## src/rtl/alu_share_arbiter_pkg.sv

```systemverilog
// rtl/alu_share_arbiter_pkg.sv - ALUCtrl codes and legal-code check shared by ALU, arbiter and bench
package alu_share_arbiter_pkg;

    localparam int CTRL_W = 4;

    typedef enum logic [CTRL_W-1:0] {
        ALU_AND   = 4'h0,
        ALU_OR    = 4'h1,
        ALU_ADD   = 4'h2,
        ALU_SUB   = 4'h6,
        ALU_PASSB = 4'h7
    } alu_ctrl_e;

    function automatic logic alu_legal(input logic [CTRL_W-1:0] ctrl);
        case (ctrl)
            ALU_AND, ALU_OR, ALU_ADD, ALU_SUB, ALU_PASSB: alu_legal = 1'b1;
            default:                                     alu_legal = 1'b0;
        endcase
    endfunction

endpackage

```

## src/rtl/alu64.sv

```systemverilog
// rtl/alu64.sv - combinational DATA_W-bit ALU with Zero flag
module alu64
    import alu_share_arbiter_pkg::*;
#(
    parameter int DATA_W = 64
) (
    input  logic [DATA_W-1:0] bus_a,
    input  logic [DATA_W-1:0] bus_b,
    input  logic [CTRL_W-1:0] ctrl,
    output logic [DATA_W-1:0] bus_w,
    output logic              zero
);

    always_comb begin
        bus_w = '0;
        case (ctrl)
            ALU_AND:   bus_w = bus_a & bus_b;
            ALU_OR:    bus_w = bus_a | bus_b;
            ALU_ADD:   bus_w = bus_a + bus_b;
            ALU_SUB:   bus_w = bus_a - bus_b;
            ALU_PASSB: bus_w = bus_b;
            default:   bus_w = '0;
        endcase
    end

    assign zero = (bus_w == '0);

endmodule

```

## src/rtl/alu_rr_grant2.sv

```systemverilog
// rtl/alu_rr_grant2.sv - two-way round-robin grant with priority register
module alu_rr_grant2 #(
    parameter bit PRIO_INIT = 1'b0
) (
    input  logic clk,
    input  logic rst,
    input  logic valid0,
    input  logic valid1,
    output logic ready0,
    output logic ready1
);

    logic prio;

    // Grants are suppressed during reset so nothing is accepted into a clearing pipeline.
    assign ready0 = !rst && valid0 && (!valid1 || !prio);
    assign ready1 = !rst && valid1 && (!valid0 ||  prio);

    always_ff @(posedge clk or posedge rst) begin
        if (rst) begin
            prio <= PRIO_INIT;
        end else if (ready0) begin
            prio <= 1'b1;
        end else if (ready1) begin
            prio <= 1'b0;
        end
    end

endmodule

```

## src/rtl/alu_share_arbiter.sv

```systemverilog
// rtl/alu_share_arbiter.sv - two requesters sharing one ALU through a two-stage pipeline
module alu_share_arbiter
    import alu_share_arbiter_pkg::*;
#(
    parameter int DATA_W    = 64,
    parameter bit PRIO_INIT = 1'b0
) (
    input  logic              CLK,
    input  logic              Reset,
    input  logic              ReqValid0,
    input  logic [DATA_W-1:0] ReqA0,
    input  logic [DATA_W-1:0] ReqB0,
    input  logic [CTRL_W-1:0] ReqCtrl0,
    output logic              ReqReady0,
    output logic              RespValid0,
    output logic [DATA_W-1:0] Result0,
    output logic              Zero0,
    output logic              Err0,
    input  logic              ReqValid1,
    input  logic [DATA_W-1:0] ReqA1,
    input  logic [DATA_W-1:0] ReqB1,
    input  logic [CTRL_W-1:0] ReqCtrl1,
    output logic              ReqReady1,
    output logic              RespValid1,
    output logic [DATA_W-1:0] Result1,
    output logic              Zero1,
    output logic              Err1
);

    logic              accept;
    logic              s1_valid;
    logic              s1_tag;
    logic [DATA_W-1:0] s1_a;
    logic [DATA_W-1:0] s1_b;
    logic [CTRL_W-1:0] s1_ctrl;
    logic [DATA_W-1:0] alu_w;
    logic              alu_zero;
    logic              legal;
    logic [DATA_W-1:0] res;
    logic              res_zero;

    alu_rr_grant2 #(.PRIO_INIT(PRIO_INIT)) u_grant (
        .clk    (CLK),
        .rst    (Reset),
        .valid0 (ReqValid0),
        .valid1 (ReqValid1),
        .ready0 (ReqReady0),
        .ready1 (ReqReady1)
    );

    assign accept = ReqReady0 | ReqReady1;

    always_ff @(posedge CLK or posedge Reset) begin
        if (Reset) begin
            s1_valid <= 1'b0;
            s1_tag   <= 1'b0;
            s1_a     <= '0;
            s1_b     <= '0;
            s1_ctrl  <= '0;
        end else begin
            s1_valid <= accept;
            if (accept) begin
                s1_tag  <= ReqReady1;
                s1_a    <= ReqReady1 ? ReqA1    : ReqA0;
                s1_b    <= ReqReady1 ? ReqB1    : ReqB0;
                s1_ctrl <= ReqReady1 ? ReqCtrl1 : ReqCtrl0;
            end
        end
    end

    alu64 #(.DATA_W(DATA_W)) u_alu (
        .bus_a (s1_a),
        .bus_b (s1_b),
        .ctrl  (s1_ctrl),
        .bus_w (alu_w),
        .zero  (alu_zero)
    );

    // Illegal codes still occupy the slot but return a forced zero result with Err set.
    assign legal    = alu_legal(s1_ctrl);
    assign res      = legal ? alu_w : '0;
    assign res_zero = legal & alu_zero;

    always_ff @(posedge CLK or posedge Reset) begin
        if (Reset) begin
            RespValid0 <= 1'b0;
            Result0    <= '0;
            Zero0      <= 1'b0;
            Err0       <= 1'b0;
            RespValid1 <= 1'b0;
            Result1    <= '0;
            Zero1      <= 1'b0;
            Err1       <= 1'b0;
        end else begin
            RespValid0 <= s1_valid & !s1_tag;
            RespValid1 <= s1_valid &  s1_tag;
            if (s1_valid && !s1_tag) begin
                Result0 <= res;
                Zero0   <= res_zero;
                Err0    <= !legal;
            end
            if (s1_valid && s1_tag) begin
                Result1 <= res;
                Zero1   <= res_zero;
                Err1    <= !legal;
            end
        end
    end

endmodule
```

## config.mk

```make
export PLATFORM = sky130hd
export DESIGN_NAME = alu_share_arbiter
export DESIGN_NICKNAME = d
export VERILOG_FILES = /design/src/rtl/alu_share_arbiter_pkg.sv /design/src/rtl/alu64.sv /design/src/rtl/alu_rr_grant2.sv /design/src/rtl/alu_share_arbiter.sv
export SDC_FILE = /design/constraint.sdc
export NUM_CORES = 1
export LEC_CHECK = 0
export BUFFER_PORTS_ARGS = -buffer_cell sky130_fd_sc_hd__buf_2
export CAP_MARGIN = 20
export CORE_ASPECT_RATIO = 1.1
export CORE_MARGIN = 4
export CORE_UTILIZATION = 60
export CTS_CLUSTER_SIZE = 8
export DETAILED_ROUTE_END_ITERATION = 16
export PLACE_DENSITY = 0.87
export SYNTH_ARGS = -nofsm -noshare
export SYNTH_HDL_FRONTEND = slang
export SYNTH_HIERARCHICAL = 1
export SYNTH_SLANG_ARGS = --single-unit
```

## constraint.sdc

```tcl
create_clock -name CLK -period 19.1 [get_ports CLK]
set_input_delay 3.82 -clock CLK [delete_from_list [all_inputs] [get_ports CLK]]
set_output_delay 3.82 -clock CLK [all_outputs]
set_load 0.02 [all_outputs]
```

==> results of run 1 <==
==> power by group through the flow <==
stage	combinational (uW)	clock [uW]	sequential, uW
4_1_cts	1360	605	823
6_report	1390	602	827
3_3_place_gp	1320	0	820
5_1_grt	1500	631	841
2_1_floorplan	907	0	866
3_5_place_dp	1350	0	828
==> metal layers <==
metal,share of wire,up-vias,routed length [um],global-route usage
met5,0,-,0,0
met4,0.031,0,1950,0.110
met3,0.11,154,6730,0.0651
met2,0.46,1132,29200,0.561
met1,0.40,8875,25700,0.496
li1,-,8320,-,-
==> layout by cell type, fill, tap and decap left out, types with 39 or more instances in the layout <==
cell,n
a22o_1,131
nor2_1,111
buf_2,403
a22oi_1,61
dfrtp_1,267
a21oi_1,95
maj3_1,63
nand2_1,221
ha_1,66
clkbuf_16,39
o21ai_0,221
xor2_1,46
mux2i_1,135
xnor2_1,56
==> path summary, 6_finish.rpt <==
check	startpoint	endpoint	cells after the start
max	Reset	ReqReady0	4
min	Result1[44]	Result1[44]	1
max reg2reg	s1_b[1]	Zero1	26
min reg2reg	Result1[44]	Result1[44]	1
max in group asynchronous	Reset	s1_ctrl[0]	4
min in group asynchronous	Reset	u_grant/prio	2
==> metrics by stage <==
stage	setup WS, ns	area, um^2	total power, uW
after floorplan	7.90	18900	1770
after global placement	10.69	20800	2140
after detailed placement	10.68	20800	2170
after CTS	10.67	21800	2790
after global routing	10.63	21800	2970
final	10.68	21800	2820
==> sequential cells by signal (all words and copies together) (netlist names) <==
register,count
s1_valid,1
RespValid0,1
s1_tag,1
Zero1,1
s1_b,64
s1_a,64
Result0,64
Zero0,1
s1_ctrl,4
RespValid1,1
Err0,1
Result1,64
u_grant/prio,1
Err1,1
==> cell families (layout without fill, tap and decap cells) <==
kind of cell | Yosys count | count (layout) | share of synthesized area
xor gates and xnor gates | 102 | 102 | 0.0472
muxes | 136 | 136 | 0.0720
buffers and inverters | 201 | 499 | 0.0535
DFF | 269 | 269 | 0.356
adders and majority gates | 130 | 130 | 0.0780
and+or+nand+nor | 525 | 525 | 0.135
other | 0 | 1 | 0
AOI/OAI and AO/OA | 717 | 717 | 0.259
==> final cells by class <==
cell class              count  area share
inverters                  34     0.00619
flip-flops and latches    269       0.308
well taps                 414      0.0237
repair buffers            421      0.0997
diodes                      1    0.000115
clock inverters             2     0.00149
multi-input cells        1610       0.515
clock buffers              42      0.0457
==> critical path, cell delays in order <==
cell and delay (ns):
buf_2 0.15, or2b_1 0.28, a21oi_4 0.16, buf_2 0.19
==> run_results.csv, run 1 <==
group,metric,value,unit
logic_synthesis,async_reset_ff_frac,1.00,
outcome,outcome,"finished, final reports clean",
run,timing.max_cap.violations,0,
timing,fmax,0.119,GHz
setup_path,startpoint_type,"input port",
timing,fin_skew,0.0179,ns
timing,rsz0062_at_grt,"false",
detailed_routing,dr.pass1.iters,8,
finish,syn2layout_area_growth,15.4,%
logic_synthesis,ys_types,100,
floorplan,die_area,34500,um^2
timing,hold_viol,0,
logic_synthesis,synth_common_cells,"dfrtp_1 (269), nand2_1 (222), o21ai_0 (221), mux2i_1 (135), a22o_1 (131)",
pwr,switchingPower,1250,uW
finish,drive_gt1_frac,0.222,
setup_path,reg2reg_slack,11.91,ns
detailed_routing,wl_per_cell,22.8,um
timing,setup_viol,0,
timing,worst_pin_slew,0.983,ns
logic_synthesis,netlist_top_cells_area,"dfrtp_1 (36%), mux2i_1 (7.1%), a22o_1 (6.1%), o21ai_0 (5.8%), nand2_1 (4.4%)",
detailed_routing,vias,18500,
detailed_routing,drtAntennaViolNets,0,
finish,seqCellArea,6730,um^2
global_routing,grt_pass1_wl,98500,um
placed_design,gp_congestion,0.997,
global_routing,grt_remaining_overflow,0,
placed_design,place_inst,2748,
global_routing,grt_pass1_vias,17700,
logic_synthesis,yosysMostFrequentCell,"dfrtp_1",
floorplan,rows,67,
pwr,leakagePower,0.0101,uW
setup_path,cp-end-kind,"output port",
finish,nets,2710,
setup_path,arrival,4.60,ns
pwr,intPower,1570,uW
global_routing,grt_start_max_net_pins,267,
logic_synthesis,yosys.area.top_type_share,0.356,
logic_synthesis,synth-edff-count,0,
cts,htreeDepth,2,
floorplan,initial_core_util,0.615,
cts,holdBufCountCts,0,
timing,hold_slack,0.502,ns
detailed_routing,drt_iter0_drc,2033,
detailed_routing,wl,63600,um
floorplan,ios,404,
pwr,vdd.ir_drop.worst,0.0000660,V
logic_synthesis,syn_nets,2415,
timing,finalCritPeriodShare,0.441,
setup_path,critPathKind,"in2out",
floorplan,core_area,30800,um^2
timing,max_slew_margin,0.344,
placed_design,dp_hpwl,46500,um
finish,multi_input_area,11200,um^2
finish,fillCellCount,2317,
cts,clock_latency,0.53,ns
floorplan,die_w,177,um
detailed_routing,viasPerCell,6.62,
cts,ctsResizeCount,0,
logic_synthesis,synth_seq_area_share,0.356,
placed_design,io_buffer_count,403,
logic_synthesis,ys_seq_elements,269,
logic_synthesis,synthFlopType,"dfrtp_1",
logic_synthesis,synth_area_per_cell,9.10,um^2
timing,fin_tns_setup,0,ns
cts,clock-sinks,269,
cts,numCtsBuffers,39,
timing,finalCriticalPeriod,8.42,ns
cts,post-cts-setup-buffers,0,
logic_synthesis,yosys.area.top_type,"dfrtp_1",
cts,root_buffer,"clkbuf_16",
setup_path,crit_required,15.28,ns
logic_synthesis,synthCells,2080,
logic_synthesis,syn_area,18900,um^2
cts,cts_tree,"yes",
detailed_routing,drc,0,
hold_path,hold_path.class,"reg2reg",
finish,instances_no_fill,2793,
setup_path,critPathMaxFanout,4,
pwr,swShare,0.442,
finish,final_util,0.710,
pwr,p_per_area,129,nW/um^2
global_routing,antenna_found_initial,1,
floorplan,die_y,194,um
logic_synthesis,ys_warn_count,6,
cts,clk_path_buf_depth,3,
pwr,pwr-share-clk,0.213,
cts,clkSlewWorstSetupHoldPaths,0.04,ns
pwr,seqPwrFrac,0.293,
timing,final-max-slew-violation-count,0,
global_routing,grt_use_total,0.354,
pwr,p_comb_frac,0.494,
Note: power is estimated with default switching activity, not from simulation.
==> inputs of run 2 (changes only) <==
--- a/config.mk
+++ b/config.mk
@@ -5,14 +5,15 @@
 export SDC_FILE = /design/constraint.sdc
 export NUM_CORES = 1
 export LEC_CHECK = 0
+export ABC_AREA = 1
 export BUFFER_PORTS_ARGS = -buffer_cell sky130_fd_sc_hd__buf_2
 export CAP_MARGIN = 20
 export CORE_ASPECT_RATIO = 1.1
 export CORE_MARGIN = 4
-export CORE_UTILIZATION = 60
+export CORE_UTILIZATION = 57
 export CTS_CLUSTER_SIZE = 8
 export DETAILED_ROUTE_END_ITERATION = 16
-export PLACE_DENSITY = 0.87
+export PLACE_DENSITY = 0.82
 export SYNTH_ARGS = -nofsm -noshare
 export SYNTH_HDL_FRONTEND = slang
 export SYNTH_HIERARCHICAL = 1
==> constraint.sdc (replaced) <==
create_clock -name CLK -period 8.6 [get_ports CLK]
set_input_delay 1.72 -clock CLK [delete_from_list [all_inputs] [get_ports CLK]]
set_output_delay 1.72 -clock CLK [all_outputs]
set_load 0.02 [all_outputs]
==> run 2 against run 1 <==
Against the previous run:
- final cell count grew 52%
- synthesized area rose by 12%
- die area grew 17%
- synthesized cell count is 65% higher
- clock skew fell by 0.0027 ns
- highest routed layer unchanged
- critical endpoint is now Zero0
- clock power is 120% higher
==> run_results.csv, run 2 <==
group,metric,value,unit
outcome,outcome,"finished, final reports clean",
detailed_routing,wl_per_cell,17.8,um
cts,htreeDepth,2,
setup_path,r2r-start,"s1_b[0]",
timing,fin_tns_setup,0,ns
timing,fin_skew,0.0153,ns
logic_synthesis,synthFlopType,"dfrtp_1",
hold_path,hold_end,"Result1[30]",
logic_synthesis,ys_types,46,
global_routing,grt_pass1_vias,21600,
detailed_routing,drt_iter0_drc,2559,
finish,diodes,0,
setup_path,crit_required,9.06,ns
logic_synthesis,syn_nets,3764,
detailed_routing,wl,75700,um
logic_synthesis,synth_seq_area_share,0.318,
detailed_routing,dr.pass1.iters,7,
setup_path,crit_slowest_cell,"dfrtp_1",
timing,finalCriticalPeriod,5.29,ns
global_routing,antenna_found_initial,0,
floorplan,initial_core_util,0.581,
detailed_routing,drtAntennaViolNets,0,
logic_synthesis,synth-edff-count,0,
pwr,switchingPower,2950,uW
floorplan,die_area,40300,um^2
cts,clkSlewWorstSetupHoldPaths,0.05,ns
placed_design,place_inst,4205,
cts,ctsResizeCount,0,
global_routing,grt_remaining_overflow,0,
finish,nets,4097,
detailed_routing,vias,23800,
global_routing,grt_pass1_wl,116000,um
pwr,seqPwrFrac,0.291,
setup_path,arrival,5.75,ns
setup_path,reg2reg_slack,3.31,ns
timing,setup_viol,0,
floorplan,core_area,36400,um^2
logic_synthesis,ys_seq_elements,269,
detailed_routing,viasPerCell,5.60,
setup_path,startpoint_type,"register",
run,timing.max_cap.violations,0,
setup_path,crit_family,"simple AND/OR/NAND/NOR gates",
hold_path,holdPathStages,2,
timing,max_slew_margin,0.359,
logic_synthesis,ys_warn_count,6,
timing,fmax,0.189,GHz
setup_path,cp_slowest_stage_delay,0.42,ns
cts,cts_tree,"yes",
logic_synthesis,async_reset_ff_frac,1.00,
setup_path,reg2reg_to,"Zero0",
global_routing,grt_start_max_net_pins,141,
setup_path,cp-end-kind,"register",
pwr,pwr-share-clk,0.215,
timing,rsz0062_at_grt,"false",
logic_synthesis,yosysMostFrequentCell,"nand2_1",
cts,post-cts-setup-buffers,0,
setup_path,r2r_cells,32,
cts,holdBufCountCts,0,
hold_path,hold_path.class,"reg2reg",
timing,hold_slack,0.471,ns
global_routing,grt_use_total,0.362,
placed_design,gp_congestion,1.03,
logic_synthesis,synth_area_per_cell,6.18,um^2
detailed_routing,drc,0,
floorplan,rows,73,
cts,clock_latency,0.54,ns
finish,syn2layout_area_growth,15.4,%
cts,numCtsBuffers,39,
floorplan,die_y,210,um
placed_design,io_buffer_count,403,
setup_path,crit_top_cell,"nand2_1",
hold_path,hp-start,"Result1[30]",
pwr,p_per_area,253,nW/um^2
placed_design,dp_hpwl,59500,um
logic_synthesis,synthCells,3429,
logic_synthesis,yosys.area.top_type_share,0.318,
finish,final_cell_mix,"nand2_1 (1,404), inv_1 (450), buf_2 (403), dfrtp_1 (269), nor2_1 (249)",
logic_synthesis,syn_area,21200,um^2
cts,clk_path_buf_depth,3,
finish,instances_no_fill,4251,
timing,worst_pin_slew,0.951,ns
setup_path,critPathBufInv,1,
finish,final_common_cell,"nand2_1",
timing,hold_viol,0,
pwr,intPower,3250,uW
pwr,leakagePower,0.0143,uW
logic_synthesis,yosys.area.top_type,"dfrtp_1",
setup_path,critPathMaxFanout,5,
pwr,swShare,0.476,
pwr,p_comb_frac,0.494,
logic_synthesis,synth_common_cells,"nand2_1 (1,405), inv_1 (452), dfrtp_1 (269), nor2_1 (249), nand3_1 (235)",
timing,finalCritPeriodShare,0.615,
floorplan,die_w,192,um
pwr,vdd.ir_drop.worst,0.000167,V
timing,final-max-slew-violation-count,0,
logic_synthesis,netlist_top_cells_area,"dfrtp_1 (32%), nand2_1 (25%), inv_1 (8.0%), nand3_1 (5.6%), nand4_1 (4.5%)",
cts,clock-sinks,269,
floorplan,ios,404,
finish,drive_gt1_frac,0.155,
setup_path,critPathKind,"reg2reg",
cts,root_buffer,"clkbuf_16",
[run 2: cell types whose count changed after synthesis, sizes merged, moves of 55 or more]
cell	change
a22o	-131
a22oi	-61
clkbuf	-63
inv	+444
maj3	-63
mux2i	-135
nand2	+1202
nand3	+231
nand4	+117
nor2	+177
o21ai	-83
xnor2	-55
[run 2: worst max path at each step]
stage                     endpoint    start  depth (start not counted)  slack, ns
final                        Zero0  s1_b[0]                         32       3.31
after global routing         Zero0  s1_b[0]                         32       2.95
after CTS                    Zero0  s1_b[0]                         32       3.47
after detailed placement     Zero0  s1_b[0]                         32       3.53
after global placement       Zero0  s1_b[0]                         32       3.52
after floorplan               Err0    Reset                          1       3.34
[run 2: power by group through the flow]
stage                     clock network, uW  logic, uW  registers (uW)
after detailed placement                  0       2950            1810
after CTS                              1340       2970            1800
after floorplan                           0       1910            1890
after global placement                    0       2930            1800
after global routing                   1390       3370            1830
final                                  1330       3060            1810
[run 2: per-stage QoR]
step	setup slack, ns	total power [uW]	util	cell area (um^2)
CTS	3.47	6100	0.669	24400
floorplan	3.34	3810	-	21200
detailed placement	3.53	4760	0.641	23400
finish	3.31	6200	0.671	24400
global placement	3.52	4730	0.641	23400
global route	2.95	6590	0.671	24400
[run 2: area by class of cell]
type	count	area, um^2
clock buffers	39	976
clock inverters	4	31.3
fillers	3450	12000
inverters	479	1800
multi-input cells	2551	12100
flip-flops and latches	269	6730
well taps	487	609
repair buffers	422	2220
[run 2: worst reg2reg max path, delay by kind of cell (launching register included)]
family | cells | cell delay (ns)
and+or+nand+nor | 26 | 3.52
adders and majority gates | 2 | 0.60
DFF | 1 | 0.42
AOI/OAI and AO/OA | 2 | 0.36
xor gates and xnor gates | 1 | 0.19
buffers and inverters | 1 | 0.14
[run 2: cell families (layout without fill, tap and decap cells)]
group / count (synthesis) / in the layout / share of synthesized area
XOR/XNOR: 60 / 60 / 0.0248
AO/OA/AOI/OAI: 259 / 259 / 0.0654
AND/OR/NAND/NOR: 2165 / 2165 / 0.438
buffers and inverters: 609 / 944 / 0.114
adder cells (fa/ha/maj): 67 / 67 / 0.0399
flip-flops: 269 / 269 / 0.318
[run 2: per-layer routing]
metal	share of wire	GRT usage
met4	0.038	0.128
met2	0.42	0.534
met5	0	0
met3	0.11	0.0686
met1	0.43	0.534
